### config.mk
export PLATFORM = sky130hd
export DESIGN_NAME = compl_sm_conv
export DESIGN_NICKNAME = d
export VERILOG_FILES = /design/src/rtl/compl_sm_conv.sv
export SDC_FILE = /design/constraint.sdc
export NUM_CORES = 1
export LEC_CHECK = 0
export ABC_AREA = 1
export BUFFER_PORTS_ARGS = -buffer_cell sky130_fd_sc_hd__buf_2
export CAP_MARGIN = 20
export CORE_MARGIN = 5
export CORE_UTILIZATION = 25
export DETAILED_ROUTE_END_ITERATION = 8
export PLACE_DENSITY_LB_ADDON = 0.2
export SETUP_SLACK_MARGIN = 0.02
export SYNTH_ARGS = -nofsm -noshare
export SYNTH_HDL_FRONTEND = slang
export SYNTH_SLANG_ARGS = --single-unit
### constraint.sdc
create_clock -name i_clk -period 3.1 [get_ports i_clk]
set_clock_uncertainty 0.1 [all_clocks]
set_input_delay 0.155 -clock i_clk [delete_from_list [all_inputs] [get_ports i_clk]]
set_output_delay 0.155 -clock i_clk [all_outputs]
set_load 0.02 [all_outputs]
### src/rtl/compl_sm_conv.sv
// -----------------------------------------------------------------------------
// compl_sm_conv
//
// Multi-channel, two-stage pipelined converter between two's-complement (2C)
// and sign-magnitude (SM) for LDPC LLR / message words. Each beat carries CH
// words of W bits plus a direction select. Words with no exact representation
// in the target format are flagged. A saturating counter accumulates the
// number of 2C->SM clamp events delivered downstream.
//
// Ports
//   i_clk        rising-edge clock
//   i_rst_n      asynchronous active-low reset
//   i_data       CH input words, channel k at [k*W +: W]
//   i_mode       0: 2C -> SM, 1: SM -> 2C (travels with the beat)
//   i_valid      upstream beat valid
//   o_ready      converter can accept a beat (combinational from i_ready)
//   o_data       CH converted words, same packing as i_data
//   o_sat        per channel: 2C input was the most-negative value (clamped)
//   o_nzero      per channel: SM input was negative zero (mapped to 0)
//   o_valid      output beat valid
//   i_ready      downstream accepts the beat
//   i_cnt_clr    synchronous clear of o_sat_cnt (wins over increment)
//   o_sat_cnt    saturating count of o_sat bits delivered on handshakes
//
// The file also holds compl_sm_conv_chk, a checker module with the
// handshake/stability assertions, instantiated by the top.
// -----------------------------------------------------------------------------

module compl_sm_conv_chk #(
   parameter int W  = 11,
   parameter int CH = 4
) (
   input logic            clk,
   input logic            rst_n,
   input logic            o_valid,
   input logic            i_ready,
   input logic            o_ready,
   input logic [CH*W-1:0] o_data,
   input logic [CH-1:0]   o_sat,
   input logic [CH-1:0]   o_nzero
);

   // A stalled output beat must stay presented and unchanged.
   a_stall_hold: assert property (@(posedge clk) disable iff (!rst_n)
      (o_valid && !i_ready) |=> (o_valid && $stable(o_data) && $stable(o_sat) && $stable(o_nzero)));

   // Back-pressure upstream only happens when the output itself is stalled.
   a_ready_full: assert property (@(posedge clk) disable iff (!rst_n)
      !o_ready |-> (o_valid && !i_ready));

   // A beat has one mode, so clamp and negative-zero flags never coexist.
   a_flag_excl: assert property (@(posedge clk) disable iff (!rst_n)
      !((|o_sat) && (|o_nzero)));

endmodule

module compl_sm_conv #(
   parameter int W     = 11,
   parameter int CH    = 4,
   parameter int CNT_W = 16
) (
   input  logic               i_clk,
   input  logic               i_rst_n,
   input  logic [CH*W-1:0]    i_data,
   input  logic               i_mode,
   input  logic               i_valid,
   output logic               o_ready,
   output logic [CH*W-1:0]    o_data,
   output logic [CH-1:0]      o_sat,
   output logic [CH-1:0]      o_nzero,
   output logic               o_valid,
   input  logic               i_ready,
   input  logic               i_cnt_clr,
   output logic [CNT_W-1:0]   o_sat_cnt
);

   // Popcount width covers 0..CH; the sum width covers CNT_MAX + CH without wrap.
   localparam int PC_W  = $clog2(CH + 1);
   localparam int SUM_W = CNT_W + PC_W;

   localparam logic [W-1:0]     MIN_WORD = {1'b1, {(W-1){1'b0}}};
   localparam logic [W-1:0]     MAX_SM   = {W{1'b1}};
   localparam logic [W-1:0]     ONE_W    = {{(W-1){1'b0}}, 1'b1};
   localparam logic [W-1:0]     ZERO_W   = {W{1'b0}};
   localparam logic [CNT_W-1:0] CNT_MAX  = {CNT_W{1'b1}};

   // ---------------------------------------------------------------------------
   // Conversion helpers
   // ---------------------------------------------------------------------------

   // 2C -> SM. The most-negative value has no SM image; it clamps to -(2^(W-1)-1).
   // For any other negative x, -x fits in W-1 bits, so OR-ing the sign in is exact.
   function automatic logic [W-1:0] tc_to_sm(input logic [W-1:0] x, input logic is_min);
      logic [W-1:0] res;
      if (is_min) begin
         res = MAX_SM;
      end else if (x[W-1]) begin
         res = (~x + ONE_W) | MIN_WORD;
      end else begin
         res = x;
      end
      return res;
   endfunction

   // SM -> 2C. Negative zero maps to plain zero.
   function automatic logic [W-1:0] sm_to_tc(input logic [W-1:0] x, input logic is_nzero);
      logic [W-1:0] res;
      if (is_nzero) begin
         res = ZERO_W;
      end else if (x[W-1]) begin
         res = ~{1'b0, x[W-2:0]} + ONE_W;
      end else begin
         res = x;
      end
      return res;
   endfunction

   function automatic logic [PC_W-1:0] popcount(input logic [CH-1:0] v);
      logic [PC_W-1:0] c;
      c = {PC_W{1'b0}};
      for (int k = 0; k < CH; k++) begin
         c = c + PC_W'(v[k]);
      end
      return c;
   endfunction

   function automatic logic [CNT_W-1:0] sat_add(input logic [CNT_W-1:0] cnt, input logic [PC_W-1:0] inc);
      logic [SUM_W-1:0] sum;
      logic [CNT_W-1:0] res;
      sum = SUM_W'(cnt) + SUM_W'(inc);
      if (sum > SUM_W'(CNT_MAX)) begin
         res = CNT_MAX;
      end else begin
         res = sum[CNT_W-1:0];
      end
      return res;
   endfunction

   // ---------------------------------------------------------------------------
   // Signals
   // ---------------------------------------------------------------------------
   logic               adv1_s;
   logic               adv2_s;
   logic               out_hs_s;
   logic [CH-1:0]      min_det_s;
   logic [CH*W-1:0]    conv_s;

   logic               s1_valid_r;
   logic [CH*W-1:0]    s1_data_r;
   logic               s1_mode_r;
   logic [CH-1:0]      s1_sat_r;
   logic [CH-1:0]      s1_nzero_r;

   logic               s2_valid_r;
   logic [CH*W-1:0]    s2_data_r;
   logic [CH-1:0]      s2_sat_r;
   logic [CH-1:0]      s2_nzero_r;

   logic [CNT_W-1:0]   cnt_r;

   // Stage advance: an empty stage always pulls, so bubbles collapse.
   always_comb begin
      adv2_s   = !s2_valid_r || i_ready;
      adv1_s   = !s1_valid_r || adv2_s;
      out_hs_s = s2_valid_r && i_ready;
   end

   // Per-channel detection of the pattern 1 followed by zeros; its meaning
   // (2C clamp vs SM negative zero) depends on the beat's mode.
   always_comb begin
      min_det_s = {CH{1'b0}};
      for (int k = 0; k < CH; k++) begin
         min_det_s[k] = (i_data[k*W +: W] == MIN_WORD);
      end
   end

   // Stage 1: capture the input beat, its mode and the mode-qualified flags.
   always_ff @(posedge i_clk or negedge i_rst_n) begin
      if (!i_rst_n) begin
         s1_valid_r <= 1'b0;
         s1_data_r  <= {(CH*W){1'b0}};
         s1_mode_r  <= 1'b0;
         s1_sat_r   <= {CH{1'b0}};
         s1_nzero_r <= {CH{1'b0}};
      end else if (adv1_s) begin
         s1_valid_r <= i_valid;
         if (i_valid) begin
            s1_data_r  <= i_data;
            s1_mode_r  <= i_mode;
            s1_sat_r   <= i_mode ? {CH{1'b0}} : min_det_s;
            s1_nzero_r <= i_mode ? min_det_s : {CH{1'b0}};
         end
      end
   end

   // Word conversion on the stage-1 contents, direction chosen per beat.
   always_comb begin
      conv_s = {(CH*W){1'b0}};
      for (int k = 0; k < CH; k++) begin
         if (s1_mode_r) begin
            conv_s[k*W +: W] = sm_to_tc(s1_data_r[k*W +: W], s1_nzero_r[k]);
         end else begin
            conv_s[k*W +: W] = tc_to_sm(s1_data_r[k*W +: W], s1_sat_r[k]);
         end
      end
   end

   // Stage 2: register converted words and flags; holds while stalled.
   always_ff @(posedge i_clk or negedge i_rst_n) begin
      if (!i_rst_n) begin
         s2_valid_r <= 1'b0;
         s2_data_r  <= {(CH*W){1'b0}};
         s2_sat_r   <= {CH{1'b0}};
         s2_nzero_r <= {CH{1'b0}};
      end else if (adv2_s) begin
         s2_valid_r <= s1_valid_r;
         if (s1_valid_r) begin
            s2_data_r  <= conv_s;
            s2_sat_r   <= s1_sat_r;
            s2_nzero_r <= s1_nzero_r;
         end
      end
   end

   // Clamp-event counter: clear wins over a concurrent delivered beat.
   always_ff @(posedge i_clk or negedge i_rst_n) begin
      if (!i_rst_n) begin
         cnt_r <= {CNT_W{1'b0}};
      end else if (i_cnt_clr) begin
         cnt_r <= {CNT_W{1'b0}};
      end else if (out_hs_s) begin
         cnt_r <= sat_add(cnt_r, popcount(s2_sat_r));
      end
   end

   assign o_ready   = adv1_s;
   assign o_valid   = s2_valid_r;
   assign o_data    = s2_data_r;
   assign o_sat     = s2_sat_r;
   assign o_nzero   = s2_nzero_r;
   assign o_sat_cnt = cnt_r;

   compl_sm_conv_chk #(.W(W), .CH(CH)) u_chk (
      .clk     (i_clk),
      .rst_n   (i_rst_n),
      .o_valid (o_valid),
      .i_ready (i_ready),
      .o_ready (o_ready),
      .o_data  (o_data),
      .o_sat   (o_sat),
      .o_nzero (o_nzero)
   );

endmodule

==> metrics <==
# IOs 120; Hold Violations, Final 0; Avg Inst Size Synth 7.78 µm²; Residual DRC 0; list of most frequent post-synthesis cells nand2_1 (216), dfrtp_1 (123), nor2_1 (83), inv_1 (82), o21ai_0 (79); synthesized instance count slightly below 800; Post-Layout Cell Count 1300; Slew @ Worst Pin 0.667 ns; Post-synth EDFFs 0; Nets 1021; final wirelength 19.2 mm; Tmin final 2.76 ns; CP Launch Type flop; Worst-path clk slew roughly 0.06 ns; total power 5.44 mW; Vias/cell between 4 and 5; largest net degree at the start of global routing 65; CTS tree built; initial DRC count 355; power density over cell area 665 nW/µm²; diode count 0; sequential element share of the synthesized area 0.498; Setup Buffers After CTS 0; Fin Setup TNS 0 ns; Critical Path RT 3.33 ns; Bufs on Longest Clock Path 2; Synthesis Warnings 0; status finished clean; Via Count 5835; GP Congestion ~0.84; first-pass GRT wire length 31.0 mm; crit path kind flop to flop; GRT Total Usage 0.139; Post-synth ARST share 1.00; CTS buffer count 17; Placed Cells incl. Taps 1222; Layout Utilization 0.337; GR Overflow Total 0; DP Wirelength 13.6 mm; syn_nets 852; root buf cell clkbuf_16; Area contributors post-synth dfrtp_1 (50%), nand2_1 (13%), o21ai_0 (6.4%); die width between 150 and 200 µm; drt pass-1 iters 5; initial cell density of the core 0.254; ys flop type dfrtp_1; fmax 362 MHz; leakage power 3.98 nW; post-synth top area share 0.498; Cell variety after synth 34; num rows between 50 and 60; layout cells sized above 1 0.174; initial antenna violation count 1; Reg2Reg Setup Slack roughly 0.34 ns; CP Max Fanout 12; antenna viol nets, final 0; worst vdd ir 0.315 mV; Synth Cell Area 6180 µm²; post-synth top area cell dfrtp_1; final setup fails 0; CP endpoint kind flop; most frequent cell after synthesis nand2_1; RSZ-0062 raised after global routing false; port bufs 119; Slew Viols, Final 0; CP arrival roughly 3 ns; WL per Instance roughly 15 µm; Core ar. 24300 µm²; final worst path period share 0.890; Area Growth Syn to Fin 32.4%; clk_lat worst skew about 0.42 ns; H-Tree Depth 4; die footprint 28000 µm²; vias in the first global route around 5800; # clock sinks 123; Max Cap Viol 0; Die Height about 170 µm; register bit total from synthesis between 100 and 150; worst min path class primary input to flop; Slew HR 0.554
[sequential cells by signal (all words and copies together), names as in the netlist, 4 cells and up]
register,flops
s1_nzero_r,4
s1_sat_r,4
s1_data_r,44
o_data,44
o_sat_cnt,16
o_nzero,4
o_sat,4
[stage by stage]
step                worst slack [ns]  cell area, µm²  hold WS [ns]
floorplan                      0.480            6180        -0.241
global placement               0.261            7160        0.0524
detailed placement             0.231            7160        0.0510
CTS                            0.218            8180        0.0120
global route                   0.143            8180        0.0415
finish                         0.341            8180        0.0280
[final timing paths]
path,end,from,cells past startpoint
worst max-delay path,o_sat_cnt[3],o_sat[0],13
worst min-delay path,s1_mode_r,i_mode,3
worst max register to register,o_sat_cnt[3],o_sat[0],13
worst min register to register,o_data[42],o_data[42],2
max in group asynchronous,s1_data_r[3],i_rst_n,3
min in group asynchronous,o_data[7],i_rst_n,2
[worst max-delay path: stages (launching register included)]
cell	delay [ns]
dfrtp_1	0.41
fa_1	0.54
inv_1	0.05
fa_1	0.36
inv_1	0.10
fa_1	0.23
nand2_2	0.09
nor2_4	0.14
nand3_2	0.10
inv_2	0.11
nand3_4	0.18
nand2_1	0.12
nand2_1	0.05
o21ai_0	0.09
[cells by family after synthesis]
| kind of cell | share of synthesized area |
|---|---|
| AO/OA/AOI/OAI | 0.133 |
| AND/OR/NAND/NOR | 0.275 |
| buffers and inverters | 0.0696 |
| adder cells (fa/ha/maj) | 0.0198 |
| XOR/XNOR | 0.00425 |
| flip-flops | 0.498 |
[power breakdown]
group          switching (mW)  internal (mW)
Sequential              0.230           1.90
Combinational           0.923          0.490
Clock                   0.784           1.11
[layer usage]
| layer | track usage | vias up | part of all wire |
|---|---|---|---|
| met5 | 0 | - | 0.00057 |
| met1 | 0.195 | 2721 | 0.49 |
| li1 | - | 2960 | - |
| met2 | 0.214 | 129 | 0.45 |
| met4 | 0.0430 | 2 | 0.015 |
| met3 | 0.0314 | 23 | 0.043 |
[final cells by class]
class                   count  area [µm²]
repair buffers            173        1150
clock buffers              20         437
well taps                 324         405
clock inverters            12         119
inverters                  85         319
multi-input cells         563        2680
fillers                  2561       16100
flip-flops and latches    123        3080
[what timing repair did]
item                                    CTS  global route
resized for setup                         0             1
endpoints found under the setup margin    0             1
hold buffers                             46             0
hold endpoints to repair                 95             0
[cell usage in the layout (no fill, tap or decap), types with 2 or more instances in the layout]
| cell | n |
|---|---|
| nor3_1 | 4 |
| buf_4 | 6 |
| clkinv_4 | 5 |
| o21ai_2 | 6 |
| clkbuf_1 | 3 |
| dlygate4sd3_1 | 46 |
| buf_12 | 2 |
| inv_6 | 2 |
| clkinvlp_4 | 3 |
| nor2_1 | 83 |
| inv_2 | 2 |
| xor2_1 | 3 |
| dfrtp_1 | 123 |
| buf_2 | 118 |
| o21ai_0 | 79 |
| nand4_1 | 12 |
| nand3_1 | 72 |
| fa_1 | 3 |
| o31ai_1 | 5 |
| nand2_1 | 216 |
| nor4_1 | 8 |
| nand3b_1 | 2 |
| a21oi_1 | 35 |
| ha_1 | 5 |
| inv_1 | 82 |
| a21boi_0 | 4 |
| o22ai_1 | 8 |
| clkbuf_16 | 17 |
| o211ai_1 | 8 |
Power figures use the tool's default switching activity.
